[config.mk]
export PLATFORM = sky130hd
export DESIGN_NAME = hazard_scoreboard
export DESIGN_NICKNAME = d
export VERILOG_FILES = /design/src/rtl/hazard_scoreboard.sv
export SDC_FILE = /design/constraint.sdc
export NUM_CORES = 1
export LEC_CHECK = 0
export BUFFER_PORTS_ARGS = -buffer_cell sky130_fd_sc_hd__buf_2
export CAP_MARGIN = 10
export CORE_ASPECT_RATIO = 1.2
export CORE_MARGIN = 5
export CORE_UTILIZATION = 52
export DETAILED_ROUTE_END_ITERATION = 12
export PLACE_DENSITY = 0.8
export SLEW_MARGIN = 20
export SYNTH_ARGS = -nofsm -noshare
export SYNTH_HDL_FRONTEND = slang
export SYNTH_SLANG_ARGS = --single-unit
[constraint.sdc]
create_clock -name clk -period 2.79 [get_ports clk]
set_clock_uncertainty 0.2 [all_clocks]
set_input_delay 0.1395 -clock clk [delete_from_list [all_inputs] [get_ports clk]]
set_output_delay 0.1395 -clock clk [all_outputs]
set_load 0.005 [all_outputs]
[src/rtl/hazard_scoreboard.sv]
// Hazard scoreboard: tracks E-stage producers through shadow M/W slots and derives
// the D-stage stall, D/E forward selects and a saturating stall-cycle counter.
module hazard_scoreboard #(
    parameter int unsigned REG_W  = 5,
    parameter int unsigned TNEW_W = 2,
    parameter int unsigned CNT_W  = 32
) (
    input  logic              clk,
    input  logic              reset,
    input  logic [REG_W-1:0]  D_rs,
    input  logic [REG_W-1:0]  D_rt,
    input  logic [TNEW_W-1:0] D_Tuse_rs,
    input  logic [TNEW_W-1:0] D_Tuse_rt,
    input  logic [REG_W-1:0]  E_rs,
    input  logic [REG_W-1:0]  E_rt,
    input  logic [REG_W-1:0]  E_Wreg,
    input  logic [TNEW_W-1:0] E_T_new,
    input  logic              E_GRF_WE,
    output logic              stall,
    output logic [1:0]        D_fwd_rs,
    output logic [1:0]        D_fwd_rt,
    output logic [1:0]        E_fwd_rs,
    output logic [1:0]        E_fwd_rt,
    output logic [REG_W-1:0]  M_Wreg,
    output logic [REG_W-1:0]  W_Wreg,
    output logic [TNEW_W-1:0] M_T_new,
    output logic [CNT_W-1:0]  stall_count
);

    localparam logic [1:0] SEL_NONE = 2'd0;
    localparam logic [1:0] SEL_E    = 2'd1;
    localparam logic [1:0] SEL_M    = 2'd2;
    localparam logic [1:0] SEL_W    = 2'd3;

    logic m_we;
    logic w_we;

    // A slot matches a source only if it writes and the register is not $0.
    function automatic logic hit(input logic we, input logic [REG_W-1:0] wreg,
                                 input logic [REG_W-1:0] r);
        return we && (r != '0) && (wreg == r);
    endfunction

    function automatic logic [TNEW_W-1:0] sat_dec(input logic [TNEW_W-1:0] x);
        return (x == '0) ? '0 : x - TNEW_W'(1);
    endfunction

    // Youngest matching slot wins; a not-yet-ready winner blocks older slots.
    function automatic logic [1:0] d_sel(input logic [REG_W-1:0] r);
        if (hit(E_GRF_WE, E_Wreg, r))
            return (E_T_new == '0) ? SEL_E : SEL_NONE;
        else if (hit(m_we, M_Wreg, r))
            return (M_T_new == '0) ? SEL_M : SEL_NONE;
        else if (hit(w_we, W_Wreg, r))
            return SEL_W;
        return SEL_NONE;
    endfunction

    function automatic logic [1:0] e_sel(input logic [REG_W-1:0] r);
        if (hit(m_we, M_Wreg, r))
            return (M_T_new == '0) ? SEL_M : SEL_NONE;
        else if (hit(w_we, W_Wreg, r))
            return SEL_W;
        return SEL_NONE;
    endfunction

    function automatic logic src_stall(input logic [REG_W-1:0] r, input logic [TNEW_W-1:0] tuse);
        if (tuse == '1)
            return 1'b0;
        return (hit(E_GRF_WE, E_Wreg, r) && (E_T_new > tuse)) ||
               (hit(m_we, M_Wreg, r) && (M_T_new > tuse));
    endfunction

    always_comb begin
        stall    = src_stall(D_rs, D_Tuse_rs) || src_stall(D_rt, D_Tuse_rt);
        D_fwd_rs = d_sel(D_rs);
        D_fwd_rt = d_sel(D_rt);
        E_fwd_rs = e_sel(E_rs);
        E_fwd_rt = e_sel(E_rt);
    end

    // Shadow slots; W latency is always zero so only its destination is kept.
    always_ff @(posedge clk or negedge reset) begin
        if (!reset) begin
            M_Wreg  <= '0;
            m_we    <= 1'b0;
            M_T_new <= '0;
            W_Wreg  <= '0;
            w_we    <= 1'b0;
        end else begin
            M_Wreg  <= E_Wreg;
            m_we    <= E_GRF_WE;
            M_T_new <= sat_dec(E_T_new);
            W_Wreg  <= M_Wreg;
            w_we    <= m_we;
        end
    end

    always_ff @(posedge clk or negedge reset) begin
        if (!reset)
            stall_count <= '0;
        else if (stall && (stall_count != '1))
            stall_count <= stall_count + CNT_W'(1);
    end

endmodule

; After elaboration in Yosys (flattened, before gate mapping)
; Index checks and enable logic that the tools add are counted.
[totals]
ff_bits = 46
latch_bits = 0
ram_bits = 0
rom_bits = 0
in_bits = 34
out_inout_bits = 53
word_cells = 92
n_memories = 0
[op_classes]
add_sub_neg = 2
n_mul = 0
div = 0
magnitude_cmp = 4
n_eq_ne = 13
shifts = 0
muxes = 33
bitwise = 0
reduce_logical = 34
[op_table]
columns = op, count
row1 = 5-bit equality test, 10
row2 = "32-bit by 1-bit adder with 32-bit output, second input constant", 1
row3 = 2-bit two-way mux, 16
row4 = "32-bit inequality test, second input constant", 1
row5 = 1-bit logical AND, 25
row6 = 5-bit nonzero test, 4
row7 = 1-bit two-way mux, 17
row8 = 2-bit greater-than comparator, 4
row9 = "2-bit equality test, second input constant", 2
row10 = 2-bit logical NOT, 2
row11 = 1-bit logical OR, 3
row12 = "2-bit by 1-bit subtractor with 2-bit output, second input constant", 1

; Longest topological paths before layout
; Gate-level depths: netlist of run 1.
[logic_depth]
word_depth = 8
ltp_mapped = 9
ltp_nobuf = 8

; Least setup slack after synthesis of run 1
; Ideal clock, no wire load.
[synth_path]
path_type = flip-flop to flip-flop
from = register M_T_new[1]
to = register stall_count[22]
setup_time_ns = 0.128
arrival_ns = 2.027
t_required_ns = 2.462
slack_ns = 0.436
path_stages_with_launch = 8
n_path_buf = 0
synth_period_minus_slack_ns = 2.354
path_cell_list = dfrtp_1 ha_1 a22oi_1 o21ai_0 nor4_1 nor4_4 nor4_1 mux2_1
[synth_via]
elab_chain_cells = 6
word_cells_on_any_way = 10
classes_between = 2 x order compare / 2 x mux / 6 x reduce/logical
[synth_rtl]
columns = item, line
row1 = "start, declared", 26  ; output logic [TNEW_W-1:0] M_T_new,
row2 = "start signal, assigned", 93  ; M_T_new <= sat_dec(E_T_new);
row3 = 2-bit greater-than comparator, 71  ; (hit(m_we, M_Wreg, r) && (M_T_new > tuse));
row4 = 1-bit logical AND, 71
row5 = 1-bit logical OR, 70  ; return (hit(E_GRF_WE, E_Wreg, r) && (E_T_new > tuse)) ||
row6 = 1-bit two-way mux, 70
row7 = 1-bit logical OR (*), 75  ; stall = src_stall(D_rs, D_Tuse_rs) || src_stall(D_rt, D_Tuse_rt);
row8 = 1-bit logical AND (*), 102  ; else if (stall && (stall_count != '1))
row9 = "end signal, assigned", 103  ; stall_count <= stall_count + CNT_W'(1);
row10 = "end, declared", 27  ; output logic [CNT_W-1:0] stall_count
; Mark *: on every way between the ends. The rest lies on a longest branch, timed or not.
; A chain may end at the register's enable or synchronous reset.

; Worst setup path in the final report of run 1
[layout_path]
from = input E_T_new[1]
to = register stall_count[22]
[layout_via]
elab_chain_cells = 6
word_cells_on_any_way = 10
classes_between = 2 x order compare / 2 x mux / 6 x reduce/logical
[layout_rtl]
columns = item, line
row1 = "start, declared", 17  ; input logic [TNEW_W-1:0] E_T_new,
row2 = 2-bit greater-than comparator, 70
row3 = 1-bit logical AND, 70
row4 = 1-bit logical OR, 70
row5 = 1-bit two-way mux, 70
row6 = 1-bit logical OR (*), 75
row7 = 1-bit logical AND (*), 102
; Marked as above.

==> results.md, run 1 <==
- Status: complete, no violations
- Syn_area_per_cell: 9.58 um^2
- Worst-Skew Late Latency: 0.30 ns
- Synth Instances: 309
- Root buf cell: clkbuf_8
- Die area: 7310 um^2
- WP data arrival: 2.65 ns
- Max Slew Vio Count: 0
- Non-Filler Instances: 473
- DR pass1 iterations: 4
- Crit path max fanout: 5
- Worst-path clk slew: 0.09 ns
- TritonCTS Buffers: 5
- Final setup vio count: 0
- Warnings, synthesis: 0
- DP Wirelength: 5.79 mm
- Worst min path class: primary input to asynchronous set/reset pin
- Row cnt: 30
- Pwr per Cell Area: 427 nW/um^2
- Utilization after layout: 67.2%
- Total I/O pin count: 87
- Initial Utilization: 52.9%
- Final Hold Vio Count: 0
- Pin slew with the least headroom to its limit: 0.571 ns
- # DRC: 0
- Global route overflow: 0
- Leakage power: 1.89 nW
- Register bit count reported by yosys: 46
- Gr usage total: 21.4%
- CP Capture Type: flip-flop
- GP Congestion: 0.896
- Final WL: 7.76 mm
- Design Area, Final: 3760 um^2
- Crit path time final: 2.65 ns
- Filler Cells Inserted: 434
- Register area: 1150 um^2
- Largest net degree at the start of global routing: 47
- Max-Cap Viols: 0
- N_diodes: 0
- Placed Cells: 452
- WL/cell: 16.4 um
- Period utilization: 95.1%
- Hold slack: 0.177 ns
- Via density: 5.64
- Die height: 92.7 um
- Post-Syn Nets: 352
- Final nets: 451
- R2R cell count: 8
- CORE AREA: 5590 um^2
- Port Buf Inserts: 86
- Unrepaired setup endpoints after global routing: false
- Die Wd: 78.9 um
- CTS tree: done
- Final ANT Viol Nets: 0
- Initial DRC Count: 97
- H-tree levels: 2
- Post-Synthesis Cell Area: 2960 um^2
- Vias in the first global route: 2,692
- Synth cell types: 32
- FMAX: 377 MHz
- Clock sinks: 46
- Bufs on Longest Clock Path: 2
- Peak supply drop: 0.000452 V
- Setup CP Type: primary input to flip-flop
- R2R Setup Slk: 0.17 ns
- Startpoint types: primary input
- Placed Area: 3460 um^2
- Initial antenna violation count: 0
- Max-slew headroom: 61.9%
- Share of layout cells above drive strength 1: 26.9%
- Register area share after synthesis: 38.9%
- First-pass GRT wire length: 12.4 mm
- Worst r2r src: M_T_new[1]
- Multi-input gate area: 1760 um^2
- Setup TNS: 0 ns
- R2r endpoint: stall_count[22]
- Area grow syn2layout: 26.9%
- Via count: 2,667
- CP startpoint: E_T_new[1]
- Worst Path Required: 2.78 ns
-- placed cells by master (no fill, tap or decap), types with 6 or more instances in the layout --
cell type / Yosys / routed
nor2b_1: 6 / 6
nor3_1: 13 / 13
nand2_1: 22 / 22
xnor2_1: 46 / 46
buf_2: 3 / 85
xor2_1: 34 / 34
dfrtp_1: 46 / 46
dlygate4sd3_1: 0 / 10
nand4_1: 20 / 20
ha_1: 9 / 9
and2_1: 8 / 8
and4_1: 7 / 7
and3_1: 8 / 8
buf_4: 0 / 8
clkbuf_8: 0 / 6
nor2_1: 22 / 22
-- worst max-delay path by stage --
| stage | end | slack, ns | cells after the start |
|---|---|---|---|
| 3_5_place_dp | stall_count[22] | 0.11 | 7 |
| 4_1_cts | stall_count[22] | 0.02 | 11 |
| 6_report | stall_count[22] | 0.14 | 10 |
| 2_1_floorplan | stall_count[22] | 0.44 | 7 |
| 5_1_grt | stall_count[22] | 0.0008 | 9 |
| 3_3_place_gp | stall_count[22] | 0.18 | 7 |
-- power breakdown --
group / switching, mW / internal [mW]
Combinational: 0.130 / 0.131
Clock: 0.226 / 0.382
Sequential: 0.0424 / 0.694
Total: 0.398 / 1.21
-- registers in the layout, summed over array words and instances, names as in the netlist --
name         flops
stall_count     32
M_Wreg           5
W_Wreg           5
M_T_new          2
m_we             1
w_we             1
-- cells in the mapped netlist (all sizes together) --
| cell | instances | area share, % |
|---|---|---|
| a21oi | 2 | 0.34 |
| a22oi | 4 | 1.0 |
| and2 | 8 | 1.7 |
| and3 | 8 | 1.7 |
| and4 | 7 | 2.1 |
| buf | 3 | 0.51 |
| clkbuf | 9 | 1.1 |
| dfrtp | 46 | 39 |
| ha | 9 | 3.8 |
| inv | 6 | 0.76 |
| mux2 | 4 | 1.5 |
| nand2 | 22 | 2.8 |
| nand2b | 2 | 0.42 |
| nand3 | 5 | 0.85 |
| nand4 | 20 | 4.2 |
| nand4b | 4 | 1.2 |
| nor2 | 23 | 3.0 |
| nor2b | 6 | 1.3 |
| nor3 | 13 | 2.2 |
| nor3b | 4 | 1.0 |
| nor4 | 10 | 2.6 |
| nor4b | 2 | 0.59 |
| o2111a | 2 | 0.76 |
| o21ai | 5 | 0.85 |
| or2 | 3 | 0.63 |
| or4 | 2 | 0.51 |
| xnor2 | 46 | 14 |
| xor2 | 34 | 10 |
-- cells by family (layout without fill, tap and decap cells) --
kind of cell	count (synthesis)	count (layout)	share of synthesized area (%)
buffers and inverters	18	118	2.41
multiplexers	4	4	1.52
XOR/XNOR	80	80	23.7
AND/OR/NAND/NOR	139	139	26.8
flip-flops	46	46	38.9
adder cells (fa/ha/maj)	9	9	3.80
AO/OA/AOI/OAI	13	13	2.96
-- cell type report --
class                   instances  area share (%)
clock buffers                   6            2.20
clock inverters                 2            1.60
inverters                       6           0.600
multi-input cells             245            46.9
flip-flops and latches         46            30.6
well taps                      64            2.13
repair buffers                104            15.9
-- worst max-delay path, cell delays in order --
cell and delay, ns:
dlygate4sd3_1 0.54, buf_2 0.15, ha_1 0.28, a22oi_1 0.17
o21ai_0 0.13, nor4_2 0.26, nor4_4 0.10, buf_4 0.17
nor4_1 0.35, mux2_1 0.35
-- through the flow --
stage / total power, mW / worst slack (ns)
2_1_floorplan: 0.871 / 0.436
3_3_place_gp: 0.981 / 0.183
3_5_place_dp: 0.992 / 0.110
4_1_cts: 1.61 / 0.0208
5_1_grt: 1.68 / 0.000769
6_report: 1.60 / 0.137
-- metal layers --
metal	part of all wire [%]	track usage (%)
met1	41	25.9
met2	51	37.7
met5	0	0
met4	1.8	6.59
met3	6.9	4.67
-- what timing repair did --
| action | CTS | global route |
|---|---|---|
| pin swaps | 1 | 0 |
| hold endpoints to repair | 54 | 0 |
| gates resized for setup | 0 | 6 |
| setup endpoints to repair | 1 | 2 |
| setup buffers | 3 | 0 |
| hold buffers | 10 | 0 |
No activity file was read; power rests on OpenSTA's default activity.
==> run 2: changes to the inputs <==
CORE_UTILIZATION = 40   (was 52)
PLACE_DENSITY = default   (was 0.8)
==> run 2 against run 1 <==
- combinational power down 3%
- utilization down 16 points
- critical path depth unchanged
- worst hold slack better by 0.016 ns
- flip-flop and latch count unchanged
- final cell count up 4.7%
- first-iteration DRC count down 59%
- via count down 3.1%
- non-clock buffer count down 4
- largest power group unchanged
==> results.md, run 2 (synthesized netlist as in run 1, its figures left out) <==
- Status: complete, no violations
- DP Wirelength: 5.91 mm (+2.1%)
- Final nets: 447 (-0.89%)
- DR pass1 iterations: 5 (+1)
- Vias in the first global route: 2,668 (-0.89%)
- Max Slew Vio Count: 0 (unchanged)
- Placed Area: 3480 um^2 (+0.72%)
- N_diodes: 0 (unchanged)
- Multi-input gate area: 1760 um^2 (-0.36%)
- Unrepaired setup endpoints after global routing: true
- Clock power frac: 30.0% (-7.9 points)
- Area grow syn2layout: 25.1%
- Sw Ratio: 27.8% (+3.0 points)
- Bufs on Longest Clock Path: 2 (unchanged)
- Met3 Track Usage GR: 2.85% (-1.8 points)
- Row cnt: 34 (+13%)
- First-pass GRT wire length: 12.7 mm (+2.1%)
- Crit path max fanout: 4 (-1)
- Worst-path clk slew: 0.09 ns (about the same)
- Global route overflow: 0 (unchanged)
- Startpoint types: primary input
- Hold slack: 0.193 ns (+0.0157 ns)
- FMAX: 385 MHz (+2.2%)
- Max-slew headroom: 59.7% (-2.2 points)
- Layer with the highest usage: met2
- Largest net degree at the start of global routing: 47 (unchanged)
- Most frequent cells in the layout: buf_2 (85), dfrtp_1 (46), xnor2_1 (46), xor2_1 (34)
- Leakage power: 1.85 nW (-2.3%)
- Largest register FFs: 32 (unchanged)
- Critical path cell sequence: dlygate4sd3_1 -> buf_2 -> inv_1 -> ha_1 -> a22oi_1 -> o21ai_0 -> nor4_2 -> nor4_4 -> nor4_1 -> mux2_1
- Filler Cells Inserted: 719 (+66%)
- Period utilization: 93.1% (-2.0 points)
- Die height: 104 um (+13%)
- GR Util met1: 20.9% (-5.0 points)
- Port Buf Inserts: 86 (unchanged)
- Comb power frac: 17.8% (+1.6 points)
- Initial DRC Count: 40 (-59%)
- Slowest CP cell: dlygate4sd3_1
- Top reg by flops: stall_count
- Register area: 1150 um^2 (unchanged)
- Final WL: 7.86 mm (+1.2%)
- Pin slew with the least headroom to its limit: 0.605 ns (+0.0334 ns)
- Total I/O pin count: 87 (unchanged)
- Root buf cell: clkbuf_8
- WL/cell: 15.9 um (-3.3%)
- Final setup vio count: 0 (unchanged)
- Via count: 2,583 (-3.1%)
- Pwr per Cell Area: 382 nW/um^2 (-11%)
- Worst Path Required: 2.78 ns (about the same)
- Die Wd: 88.5 um (+12%)
- H-tree levels: 2 (unchanged)
- Clock sinks: 46 (unchanged)
- Worst min path class: primary input to asynchronous set/reset pin
- Share of layout cells above drive strength 1: 25.9% (-0.97 points)
- CP Capture Type: flip-flop
- Top Registers: stall_count (32), M_Wreg (5), W_Wreg (5)
- Leading cell type in the layout, fill and taps excluded: buf_2
- Initial antenna violation count: 0 (unchanged)
- Setup CP Type: primary input to flip-flop
- Design Area, Final: 3700 um^2 (-1.4%)
- Gr usage total: 17.1% (-4.2 points)
- Met2 Use GR: 30.0% (-7.7 points)
- # Post-CTS Setup Buffers: 0 (-3)
- Max-Cap Viols: 0 (unchanged)
- Final ANT Viol Nets: 0 (unchanged)
- # DRC: 0 (unchanged)
- Crit path time final: 2.60 ns (-0.0566 ns)
- Sequential power share: 52.2% (+6.3 points)
- Power Internal: 1.02 mW (-15%)
- Worst-Skew Late Latency: 0.30 ns (about the same)
- Initial Utilization: 40.9% (-12 points)
- Max incr delay on CP: 0.52 ns (-0.02 ns)
- Total power: 1.42 mW (-12%)
- GP Congestion: 0.843 (-5.9%)
- Sw power: 394 uW (-1.1%)
- TritonCTS Buffers: 5 (unchanged)
- Via density: 5.22 (-7.5%)
- CORE AREA: 7230 um^2 (+29%)
- Final Hold Vio Count: 0 (unchanged)
- WP data arrival: 2.58 ns (-0.07 ns)
- Peak supply drop: 0.000235 V (-48%)
- CTS tree: done
- Die area: 9230 um^2 (+26%)
run 2: cell types whose count changed in the layout (fill, tap and decap cells not counted):
| cell | delta |
|---|---|
| buf_4 | -4 |
| nor4_1 | +1 |
| bufinv_16 | -2 |
| nor4_2 | -1 |
| clkinv_2 | +1 |
| clkinvlp_4 | +1 |
| o21ai_1 | -1 |
| o21ai_0 | +1 |
run 2: repair_timing:
item,4_1_cts,5_1_grt
hold endpoints to repair,54,0
hold buffers,10,0
resized for setup,0,4
endpoints found under the setup margin,0,15
run 2: worst paths after layout:
| kind | startpoint | to | slack (ns) | cells after the start |
|---|---|---|---|---|
| worst max-delay path | E_T_new[0] | stall_count[22] | 0.19 | 10 |
| worst min-delay path | reset | stall_count[27] | 0.19 | 2 |
| worst max register to register | M_T_new[1] | stall_count[22] | 0.33 | 7 |
| max in group asynchronous | reset | M_Wreg[0] | 1.78 | 2 |
| worst min register to register | stall_count[15] | stall_count[15] | 0.29 | 1 |
| min in group clk | stall_count[15] | stall_count[15] | 0.29 | 1 |
run 2: stage by stage:
stage | std cells | setup slack (ns) | utilization, % | setup TNS (ns)
after CTS | 495 | 0.0570 | 50.9 | 0
final | 495 | 0.193 | 51.2 | 0
after global routing | 495 | -0.00187 | 51.2 | -0.00187
after floorplan | 309 | 0.436 | - | 0
after detailed placement | 477 | 0.200 | 48.2 | 0
after global placement | 477 | 0.206 | 48.2 | 0
run 2: critical path, delay by kind of cell:
family | cells | cell delay (ns)
compound gates | 2 | 0.35
buf+inv | 3 | 0.71
mux | 1 | 0.36
fa+ha+maj | 1 | 0.27
simple gates | 3 | 0.76
run 2: per-layer routing:
layer  routed length, um  vias to the layer above
met2                3840                       88
met1                3350                     1214
li1                    -                     1267
met4                 168                        0
met3                 497                       14
met5                   0                        -
run 2: power groups by stage:
stage	sequential, mW	clock (mW)	combinational [mW]
2_1_floorplan	0.737	0	0.134
3_3_place_gp	0.751	0	0.235
3_5_place_dp	0.752	0	0.241
4_1_cts	0.739	0.445	0.253
5_1_grt	0.743	0.471	0.282
6_report	0.738	0.425	0.252
run 2: final cells by class:
class | instances | area share (%)
multi-input combinational | 245 | 47.4
clock buffer | 6 | 2.23
clock inverter | 2 | 0.338
timing repair buffer | 100 | 15.3
sequential | 46 | 31.1
tap | 90 | 3.04
inverter | 6 | 0.608
==> run 3: changes to the inputs <==
RECOVER_POWER = 50   (was default)
==> run 3 against run 2 <==
- global-route usage did not move
- register-to-register slack barely moved
- sequential share of layout area rose by 0.16 points
- via count fell by 0.15%
- first-iteration DRC count fell by 2.5%
- power fell by 0.13%
- worst hold slack improved by 0.098 ns
- design area fell by 0.51%
- routed wire length fell by 0.13%
- flip-flop and latch count did not move
- critical path depth did not move
- largest power group unchanged
==> results.md, run 3 (synthesized netlist as in run 1, its figures left out) <==
- Leading cell type in the layout, fill and taps excluded: buf_2
- Final setup vio count: 0 (unchanged)
- Die height: 104 um (unchanged)
- Utilization after layout: 51.0% (-0.26 points)
- Final Hold Vio Count: 0 (unchanged)
- Initial DRC Count: 39 (-2.5%)
- R2R cell count: 7 (unchanged)
- WP data arrival: 2.58 ns (about the same)
- # DRC: 0 (unchanged)
- DP Wirelength: 5.91 mm (unchanged)
- Root buf cell: clkbuf_8
- Top reg by flops: stall_count
- Sw Ratio: 27.9% (+0.049 points)
- Final WL: 7.85 mm (-0.13%)
- First-pass GRT wire length: 12.7 mm (unchanged)
- Pin slew with the least headroom to its limit: 1.18 ns (+0.574 ns)
- Worst min path class: flip-flop to flip-flop
- GP Congestion: 0.843 (unchanged)
- Clock sinks: 46 (unchanged)
- Worst-path clk slew: 0.09 ns (about the same)
- Most frequent cells in the layout: buf_2 (72), dfrtp_1 (46), xnor2_1 (46), xor2_1 (34)
- Worst-Skew Late Latency: 0.30 ns (about the same)
- Die Wd: 88.5 um (unchanged)
- Crit path max fanout: 4 (unchanged)
- Startpoint types: primary input
- Via count: 2,579 (-0.15%)
- Share of layout cells above drive strength 1: 22.7% (-3.2 points)
- Port Buf Inserts: 86 (unchanged)
- Sequential power share: 52.2% (about the same)
- Unrepaired setup endpoints after global routing: true
- Die area: 9230 um^2 (unchanged)
- Max-slew headroom: 21.4% (-38 points)
- Period utilization: 93.1% (about the same)
- Total power: 1.41 mW (-0.13%)
- CP endpoint: stall_count[22]
- N_diodes: 0 (unchanged)
- CORE AREA: 7230 um^2 (unchanged)
- Pre-CTS WS: 0.200 ns (unchanged)
- Top Registers: stall_count (32), M_Wreg (5), W_Wreg (5)
- Vias in the first global route: 2,668 (unchanged)
- Peak supply drop: 0.000235 V (-0.11%)
- Final ANT Viol Nets: 0 (unchanged)
- Max Slew Vio Count: 0 (unchanged)
- Gr usage total: 17.1% (unchanged)
- R2r endpoint: stall_count[22]
- R2R Setup Slk: 0.33 ns (about the same)
- Bufs on Longest Clock Path: 2 (unchanged)
- Row cnt: 34 (unchanged)
- CP Capture Type: flip-flop
- Final WS setup: 0.193 ns (+0.0000550 ns)
- Worst r2r src: M_T_new[1]
- Global route overflow: 0 (unchanged)
- Crit path time final: 2.60 ns (-0.0000550 ns)
- Total I/O pin count: 87 (unchanged)
- Setup CP Type: primary input to flip-flop
- H-tree levels: 2 (unchanged)
- Final nets: 447 (unchanged)
- Leakage power: 1.80 nW (-2.6%)
- WL/cell: 15.9 um (-0.13%)
- Clock power frac: 30.1% (about the same)
- Largest register FFs: 32 (unchanged)
- Via density: 5.21 (-0.15%)
- FMAX: 385 MHz (about the same)
- CTS tree: done
- Placed Cells: 477 (unchanged)
- Largest net degree at the start of global routing: 47 (unchanged)
- Sw power: 394 uW (about the same)
- CP startpoint: E_T_new[0]
- Comb power frac: 17.7% (about the same)
- Status: complete, no violations
- Worst Path Required: 2.78 ns (about the same)
- TritonCTS Buffers: 5 (unchanged)
- DR pass1 iterations: 5 (unchanged)
- Area grow syn2layout: 24.5%
- Initial antenna violation count: 0 (unchanged)
- Power Internal: 1.02 mW (-0.20%)
- Pwr per Cell Area: 383 nW/um^2 (+0.37%)
- Non-Filler Instances: 495 (unchanged)
- Max-Cap Viols: 0 (unchanged)
- Initial Utilization: 40.9% (unchanged)
==> run 3: changes by cell type in the layout (fill, tap and decap cells not counted), sizes merged <==
cell and change:
buf -14, clkbuf +14
==> run 3: power by group through the flow <==
stage	Clock, mW	Sequential, mW	Combinational (mW)
2_1_floorplan	0	0.737	0.134
5_1_grt	0.471	0.743	0.280
3_5_place_dp	0	0.752	0.241
3_3_place_gp	0	0.751	0.235
6_report	0.425	0.738	0.250
4_1_cts	0.445	0.739	0.253
==> run 3: metal layers <==
| metal | part of all wire (%) | global-route usage [%] | up-vias |
|---|---|---|---|
| li1 | - | - | 1267 |
| met1 | 43 | 20.9 | 1208 |
| met2 | 49 | 30.0 | 88 |
| met3 | 6.4 | 2.85 | 16 |
| met4 | 2.3 | 5.40 | 0 |
| met5 | 0 | 0 | - |
==> run 3: per-stage QoR <==
stage	instance area [um^2]	TNS (ns)	hold WS, ns
after floorplan	2960	0	-0.356
after global placement	3480	0	0.105
after detailed placement	3480	0	0.0968
after CTS	3680	0	0.293
after global routing	3690	-0.00187	0.324
final	3690	0	0.291
==> run 3: how the worst min path moves through the flow <==
stage / startpoint / endpoint / slack [ns] / cells past startpoint
after floorplan: reset / M_T_new[0] / -0.36 / 0
after global placement: E_GRF_WE / m_we / 0.11 / 1
after detailed placement: E_GRF_WE / m_we / 0.1 / 1
after CTS: stall_count[15] / stall_count[15] / 0.29 / 1
after global routing: stall_count[30] / stall_count[30] / 0.32 / 1
final: stall_count[15] / stall_count[15] / 0.29 / 1
==> run 3: critical path: stages <==
cell,delay [ns]
dlygate4sd3_1,0.52
buf_2,0.13
inv_1,0.06
ha_1,0.27
a22oi_1,0.17
o21ai_0,0.18
nor4_2,0.29
nor4_4,0.09
nor4_1,0.38
mux2_1,0.36
==> run 3: cell type report <==
| cell class | count | area, um^2 |
|---|---|---|
| inverter | 6 | 22.5 |
| fill | 726 | 3550 |
| tap | 90 | 113 |
| timing repair buffer | 100 | 548 |
| clock inverter | 2 | 12.5 |
| clock buffer | 6 | 82.6 |
| multi-input combinational | 245 | 1760 |
| sequential | 46 | 1150 |
==> run 3: repair_timing <==
item / in CTS / in global routing
gates resized for setup: 0 / 4
endpoints found under the hold margin: 54 / 0
buffers inserted: 0 / 0
setup endpoints to repair: 0 / 15
hold buffers: 10 / 0
